**config.mk**
```make
export PLATFORM = sky130hd
export DESIGN_NAME = sram_mem_controller
export DESIGN_NICKNAME = d
export VERILOG_FILES = /design/src/rtl/sram_mem_controller_pkg.sv /design/src/rtl/sram_mem_controller_wait_counter.sv /design/src/rtl/sram_mem_controller.sv
export SDC_FILE = /design/constraint.sdc
export NUM_CORES = 1
export LEC_CHECK = 0
export BUFFER_PORTS_ARGS = -buffer_cell sky130_fd_sc_hd__buf_4
export CORE_MARGIN = 5
export CORE_UTILIZATION = 50
export CTS_BUF_LIST = sky130_fd_sc_hd__clkbuf_2 sky130_fd_sc_hd__clkbuf_4 sky130_fd_sc_hd__clkbuf_8
export CTS_CLUSTER_DIAMETER = 120
export DETAILED_ROUTE_END_ITERATION = 8
export PLACE_DENSITY = 0.87
export SYNTH_ARGS = -nofsm -noshare
export SYNTH_HDL_FRONTEND = slang
export SYNTH_SLANG_ARGS = --single-unit
```
**constraint.sdc**
```tcl
create_clock -name clk -period 11.5 [get_ports clk]
set_input_delay 1.15 -clock clk [delete_from_list [all_inputs] [get_ports clk]]
set_output_delay 1.15 -clock clk [all_outputs]
set_load 0.1 [all_outputs]
```
**src/rtl/sram_mem_controller_pkg.sv**
```systemverilog
// -----------------------------------------------------------------------------
// sram_mem_controller_pkg
//   Shared definitions for the MEM-stage SRAM controller: FSM state encoding,
//   default parameter values and the wait-counter width helper.
// -----------------------------------------------------------------------------
package sram_mem_controller_pkg;

    // Access sequencer states. The encoding is fixed so it can be decoded
    // directly on a debug bus.
    typedef enum logic [1:0] {
        ST_IDLE = 2'd0,
        ST_LOW  = 2'd1,
        ST_HIGH = 2'd2,
        ST_DONE = 2'd3
    } state_t;

    localparam int unsigned DEF_WAIT_CYCLES = 2;
    localparam int unsigned DEF_BASE_ADDR   = 1024;
    localparam int unsigned DEF_SRAM_AW     = 18;

    // Width of a counter that must reach wait_cycles-1. A single-cycle phase
    // still gets a 1-bit counter so the port widths never collapse to zero.
    function automatic int unsigned cnt_width(input int unsigned wait_cycles);
        return (wait_cycles <= 1) ? 1 : $clog2(wait_cycles);
    endfunction

endpackage

```
**src/rtl/sram_mem_controller_wait_counter.sv**
```systemverilog
// -----------------------------------------------------------------------------
// sram_wait_counter
//   Counts the cycles of one SRAM halfword phase.
//   Ports:
//     clk, rst   clock / asynchronous active-high reset
//     clear      force the count back to 0 (phase boundary)
//     en         advance the count while a phase is in progress
//     last       high while the count equals WAIT_CYCLES-1
// -----------------------------------------------------------------------------
module sram_wait_counter
    import sram_mem_controller_pkg::*;
#(
    parameter int unsigned WAIT_CYCLES = DEF_WAIT_CYCLES
) (
    input  logic clk,
    input  logic rst,
    input  logic clear,
    input  logic en,
    output logic last
);

    localparam int unsigned    CW       = cnt_width(WAIT_CYCLES);
    localparam logic [CW-1:0]  LAST_VAL = CW'(WAIT_CYCLES - 1);

    logic [CW-1:0] count;

    // Saturates at LAST_VAL; the FSM clears it when it leaves the phase.
    always_ff @(posedge clk or posedge rst) begin
        if (rst) begin
            count <= '0;
        end else if (clear) begin
            count <= '0;
        end else if (en && !last) begin
            count <= count + CW'(1);
        end
    end

    assign last = (count == LAST_VAL);

endmodule

```
**src/rtl/sram_mem_controller.sv**
```systemverilog
// -----------------------------------------------------------------------------
// sram_mem_controller
//   Turns a MEM-stage 32-bit LDR/STR into two halfword accesses (low, then
//   high) on a 16-bit asynchronous SRAM, each phase WAIT_CYCLES long, and
//   stalls the pipeline through ready while the access is in flight.
//   Ports:
//     clk, rst          clock / asynchronous active-high reset
//     rd_en, wr_en      LDR / STR request from the MEM stage (write wins)
//     address           CPU byte address; BASE_ADDR maps to SRAM halfword 0
//     write_data        STR data
//     read_data         registered LDR result, held until the next read
//     ready             1 = MEM stage may advance
//     sram_addr         SRAM halfword address
//     sram_dq_out/_in   DQ bus write / read data
//     sram_dq_oe        1 = drive DQ
//     sram_we_n/_oe_n   SRAM write / output enables, active low
// -----------------------------------------------------------------------------
module sram_mem_controller
    import sram_mem_controller_pkg::*;
#(
    parameter int unsigned WAIT_CYCLES = DEF_WAIT_CYCLES,
    parameter logic [31:0] BASE_ADDR   = 32'(DEF_BASE_ADDR),
    parameter int unsigned SRAM_AW     = DEF_SRAM_AW
) (
    input  logic               clk,
    input  logic               rst,
    input  logic               rd_en,
    input  logic               wr_en,
    input  logic [31:0]        address,
    input  logic [31:0]        write_data,
    output logic [31:0]        read_data,
    output logic               ready,
    output logic [SRAM_AW-1:0] sram_addr,
    output logic [15:0]        sram_dq_out,
    input  logic [15:0]        sram_dq_in,
    output logic               sram_dq_oe,
    output logic               sram_we_n,
    output logic               sram_oe_n
);

    state_t state, state_n;

    logic                 req;
    logic                 last;
    logic                 cnt_clear;
    logic                 cnt_en;

    // Access latched on IDLE exit.
    logic                 op_wr_q;
    logic [SRAM_AW-2:0]   word_q;
    logic [31:0]          wdata_q;
    logic [15:0]          rdata_lo_q;

    // Access description used to build the registered SRAM pins for the
    // next cycle: the live request while in IDLE, the latched one otherwise.
    logic [31:0]          eff_full;
    logic                 src_wr;
    logic [SRAM_AW-2:0]   src_word;
    logic [31:0]          src_wdata;
    logic                 unused_eff;

    assign req      = rd_en | wr_en;
    assign eff_full = address - BASE_ADDR;
    assign unused_eff = ^{eff_full[31:SRAM_AW+1], eff_full[1:0]};

    always_comb begin
        src_wr    = op_wr_q;
        src_word  = word_q;
        src_wdata = wdata_q;
        if (state == ST_IDLE) begin
            src_wr    = wr_en;
            src_word  = eff_full[SRAM_AW:2];
            src_wdata = write_data;
        end
    end

    // ------------------------------------------------------------------
    // FSM
    // ------------------------------------------------------------------
    always_ff @(posedge clk or posedge rst) begin
        if (rst) begin
            state <= ST_IDLE;
        end else begin
            state <= state_n;
        end
    end

    always_comb begin
        state_n = state;
        ready   = 1'b0;
        case (state)
            ST_IDLE: begin
                ready = ~req;
                if (req) state_n = ST_LOW;
            end
            ST_LOW: begin
                if (last) state_n = ST_HIGH;
            end
            ST_HIGH: begin
                if (last) state_n = ST_DONE;
            end
            ST_DONE: begin
                // Requests are ignored here: the MEM stage advances on this
                // edge, so rd_en/wr_en still belong to the finished access.
                ready   = 1'b1;
                state_n = ST_IDLE;
            end
            default: state_n = ST_IDLE;
        endcase
    end

    // Every state change restarts the phase count at 0.
    assign cnt_clear = (state_n != state);
    assign cnt_en    = (state == ST_LOW) || (state == ST_HIGH);

    sram_wait_counter #(
        .WAIT_CYCLES(WAIT_CYCLES)
    ) u_wait_counter (
        .clk   (clk),
        .rst   (rst),
        .clear (cnt_clear),
        .en    (cnt_en),
        .last  (last)
    );

    // ------------------------------------------------------------------
    // Access latch and read data assembly
    // ------------------------------------------------------------------
    always_ff @(posedge clk or posedge rst) begin
        if (rst) begin
            op_wr_q    <= 1'b0;
            word_q     <= '0;
            wdata_q    <= '0;
            rdata_lo_q <= '0;
            read_data  <= '0;
        end else begin
            if (state == ST_IDLE && req) begin
                op_wr_q <= wr_en;
                word_q  <= eff_full[SRAM_AW:2];
                wdata_q <= write_data;
            end
            if (state == ST_LOW && last && !op_wr_q) begin
                rdata_lo_q <= sram_dq_in;
            end
            // The word is written on the HIGH->DONE edge so that read_data
            // already holds it during the DONE cycle, when ready rises.
            if (state == ST_HIGH && last && !op_wr_q) begin
                read_data <= {sram_dq_in, rdata_lo_q};
            end
        end
    end

    // ------------------------------------------------------------------
    // SRAM pins: registered from the next state so they only move on
    // phase boundaries and come out of flops.
    // ------------------------------------------------------------------
    always_ff @(posedge clk or posedge rst) begin
        if (rst) begin
            sram_addr   <= '0;
            sram_dq_out <= '0;
            sram_dq_oe  <= 1'b0;
            sram_we_n   <= 1'b1;
            sram_oe_n   <= 1'b1;
        end else begin
            sram_dq_oe <= 1'b0;
            sram_we_n  <= 1'b1;
            sram_oe_n  <= 1'b1;
            case (state_n)
                ST_LOW: begin
                    sram_addr <= {src_word, 1'b0};
                    if (src_wr) begin
                        sram_we_n   <= 1'b0;
                        sram_dq_oe  <= 1'b1;
                        sram_dq_out <= src_wdata[15:0];
                    end else begin
                        sram_oe_n   <= 1'b0;
                    end
                end
                ST_HIGH: begin
                    sram_addr <= {src_word, 1'b1};
                    if (src_wr) begin
                        sram_we_n   <= 1'b0;
                        sram_dq_oe  <= 1'b1;
                        sram_dq_out <= src_wdata[31:16];
                    end else begin
                        sram_oe_n   <= 1'b0;
                    end
                end
                default: ;
            endcase
        end
    end

endmodule
```
==> results.md <==
- Largest net degree at the start of global routing: 76
- RSZ-0062 raised after global routing: no
- Tcrit/Tclk final: 0.327
- Hpwl dp: 9050 µm
- WHS Path Cells: 2
- Ys async rst share: 1.00
- Routability Congestion: 0.755
- # rows: 39
- CTS Root Cell: clkbuf_8
- Die Width: 119 µm
- Final core utilization: 0.649
- Starting Density: 0.514
- Die ar.: 0.0141 mm²
- GRT Total Usage: 0.187
- Post CTS Setup Buffer Count: 0
- Clock transition at the registers of the reported paths: 80 ps
- Worst min path class: flip-flop to flip-flop
- Layout area overhead: 26.4%
- I/O Buffers: 138
- Met2 WL: 6750 µm
- Setup slack, reg-to-reg: 7740 ps
- CTS tree: built
- DR WL met3: 684 µm
- ANT nets after route: 0
- Clock Path Buffers: 2
- Post-Route WL: 12700 µm
- Worst-Skew Late Latency: 430 ps
- Post-Synthesis Cells: 413
- Clk sinks: 138
- First-pass GRT wire length: 21000 µm
- Netlist cell types: 39
- Top sig layer: met4
- Post-CTS sizing: 0
- Setup tns final: 0 ps
- Vias in the first global route: 4241
- DRT Pass-1 Iters: 5
- Antenna Diode Count: 0
- Synth Net Count: 505
- Core area: 0.0115 mm²
- Final setup viols: 0
- Grt total ovfl: 0
- Syn_area_per_cell: 14.3 µm²
- Final Hold Fails: 0
- Tmin final: 3760 ps
- Worst r2r src: state[1]$_DFF_PP0_
- NumNets Final: 646
- Num ports: 154
- Worst path required time: 10350 ps
- Max-Cap Viols: 0
- Post-synthesis instance area: 0.00591 mm²
- Post-synth EDFFs: 0
- Worst flop-to-flop path endpoint: sram_dq_out[5]$_DFFE_PP0P_
- Least-Margin Pin Slew: 1100 ps
- R2R cell count: 9
- Worst Path Arrival: 2610 ps
- Most frequent cells in the layout: buf_4 (143), dfrtp_1 (136), mux2_2 (105), o21ai_0 (29), nand2_1 (26)
- Maximum fanout along the worst path: 26
- YS warnings: 0
- Die height: 119 µm
- # H-tree levels: 4
- Initial antenna violation count: 0
- Met1 wire length: 4950 µm
- Clock skew: 10.9 ps
- Vias/cell: 5.40
- Post-synth top flop: dfrtp_1
- Max-slew violations: 0
- Drt initial violations: 207
- Hold path start: word_q[9]$_DFFE_PP0P_
- Status: complete, no violations
- Cts hold-fix bufs: 0
- Commonest non-fill, non-tap cell in the layout: buf_4
- Seq/Total Area, Yosys: 0.584
- Critical path class: flip-flop to primary output
- Hold Crit Endpoint: word_q[9]$_DFFE_PP0P_
- Synthesized flop and latch total: 138
- Num CTS Buffers: 17
- Normalized max-slew margin: 0.267
- Wire length per cell after detailed routing: 17.8 µm
- CP endpoint kind: primary output
- Crit start category: flip-flop
- FMAX: 0.266 GHz
- Layout cells sized above 1: 0.536
- Total number of vias: 3835
- Drt drc: 0
-- Yosys cell counts, types with 2 or more instances --
library cell    n  area share
dfrtp_1       136        0.58
mux2_2        105        0.20
o21ai_0        30       0.025
nand2_1        26       0.017
mux4_2         16       0.061
mux2i_1        11       0.019
nor2_1         10      0.0063
buf_2           8      0.0068
ha_1            8       0.017
inv_1           8      0.0051
clkbuf_1        6      0.0038
a21oi_1         5      0.0042
a22oi_1         5      0.0063
buf_1           4      0.0025
xnor2_1         4      0.0059
buf_4           3      0.0038
nand2b_1        3      0.0032
dfstp_2         2      0.0089
o21a_1          2      0.0025
xor2_1          2      0.0030
-- per-layer routing --
layer,vias to the layer above,GRT usage
met5,-,0
met4,0,0.0789
met3,27,0.0578
met2,111,0.324
met1,1929,0.217
li1,1768,-
-- per-stage QoR --
stage | hold slack, ps | cells | worst slack, ps | area, µm²
after detailed placement | 470 | 678 | 7470 | 7090
after CTS | 486 | 710 | 7650 | 7470
after global placement | 461 | 678 | 7480 | 7090
final | 482 | 710 | 7740 | 7470
after global routing | 509 | 710 | 7480 | 7470
after floorplan | 445 | 413 | 6660 | 5910
-- critical path, cell delays in order, from the launching register on --
cell and delay [ps]:
dfrtp_1 460, inv_1 160, ha_2 540, buf_4 470, a21oi_1 120, nor2_1 100, buf_4 300
-- registers in the layout (all words and copies together), names as in the netlist --
| register | count |
|---|---|
| sram_addr | 18 |
| wdata_q | 32 |
| u_wait_counter.last | 1 |
| sram_dq_oe | 1 |
| word_q | 17 |
| sram_oe_n | 1 |
| sram_dq_out | 16 |
| read_data | 32 |
| state | 2 |
| op_wr_q | 1 |
| rdata_lo_q | 16 |
| sram_we_n | 1 |
-- kinds of logic after synthesis --
group	share of synthesized area
xor+xnor	0.00889
flops	0.584
fa+ha+maj	0.0169
simple gates	0.0362
mux	0.279
compound gates	0.0523
buf+inv	0.0220
-- layout make-up --
cell class	count	area [µm²]
clock buffers	22	297
repair buffers	143	1070
well taps	143	179
fillers	846	4040
multi-input cells	246	2340
clock inverters	10	91.3
inverters	8	35.0
flip-flops and latches	138	3460
-- worst max-delay path by stage --
| stage | from | end | cells after the start |
|---|---|---|---|
| global placement | wr_en | sram_dq_out[9]$_DFFE_PP0P_ | 9 |
| detailed placement | wr_en | sram_dq_out[13]$_DFFE_PP0P_ | 9 |
| global route | state[1]$_DFF_PP0_ | ready | 6 |
| CTS | state[1]$_DFF_PP0_ | ready | 6 |
| floorplan | rst | op_wr_q$_DFFE_PP0P_ | 1 |
| finish | state[1]$_DFF_PP0_ | ready | 6 |
Power is not shown: default switching activity piles up to over one toggle a cycle in this logic, so the estimate is an artifact.
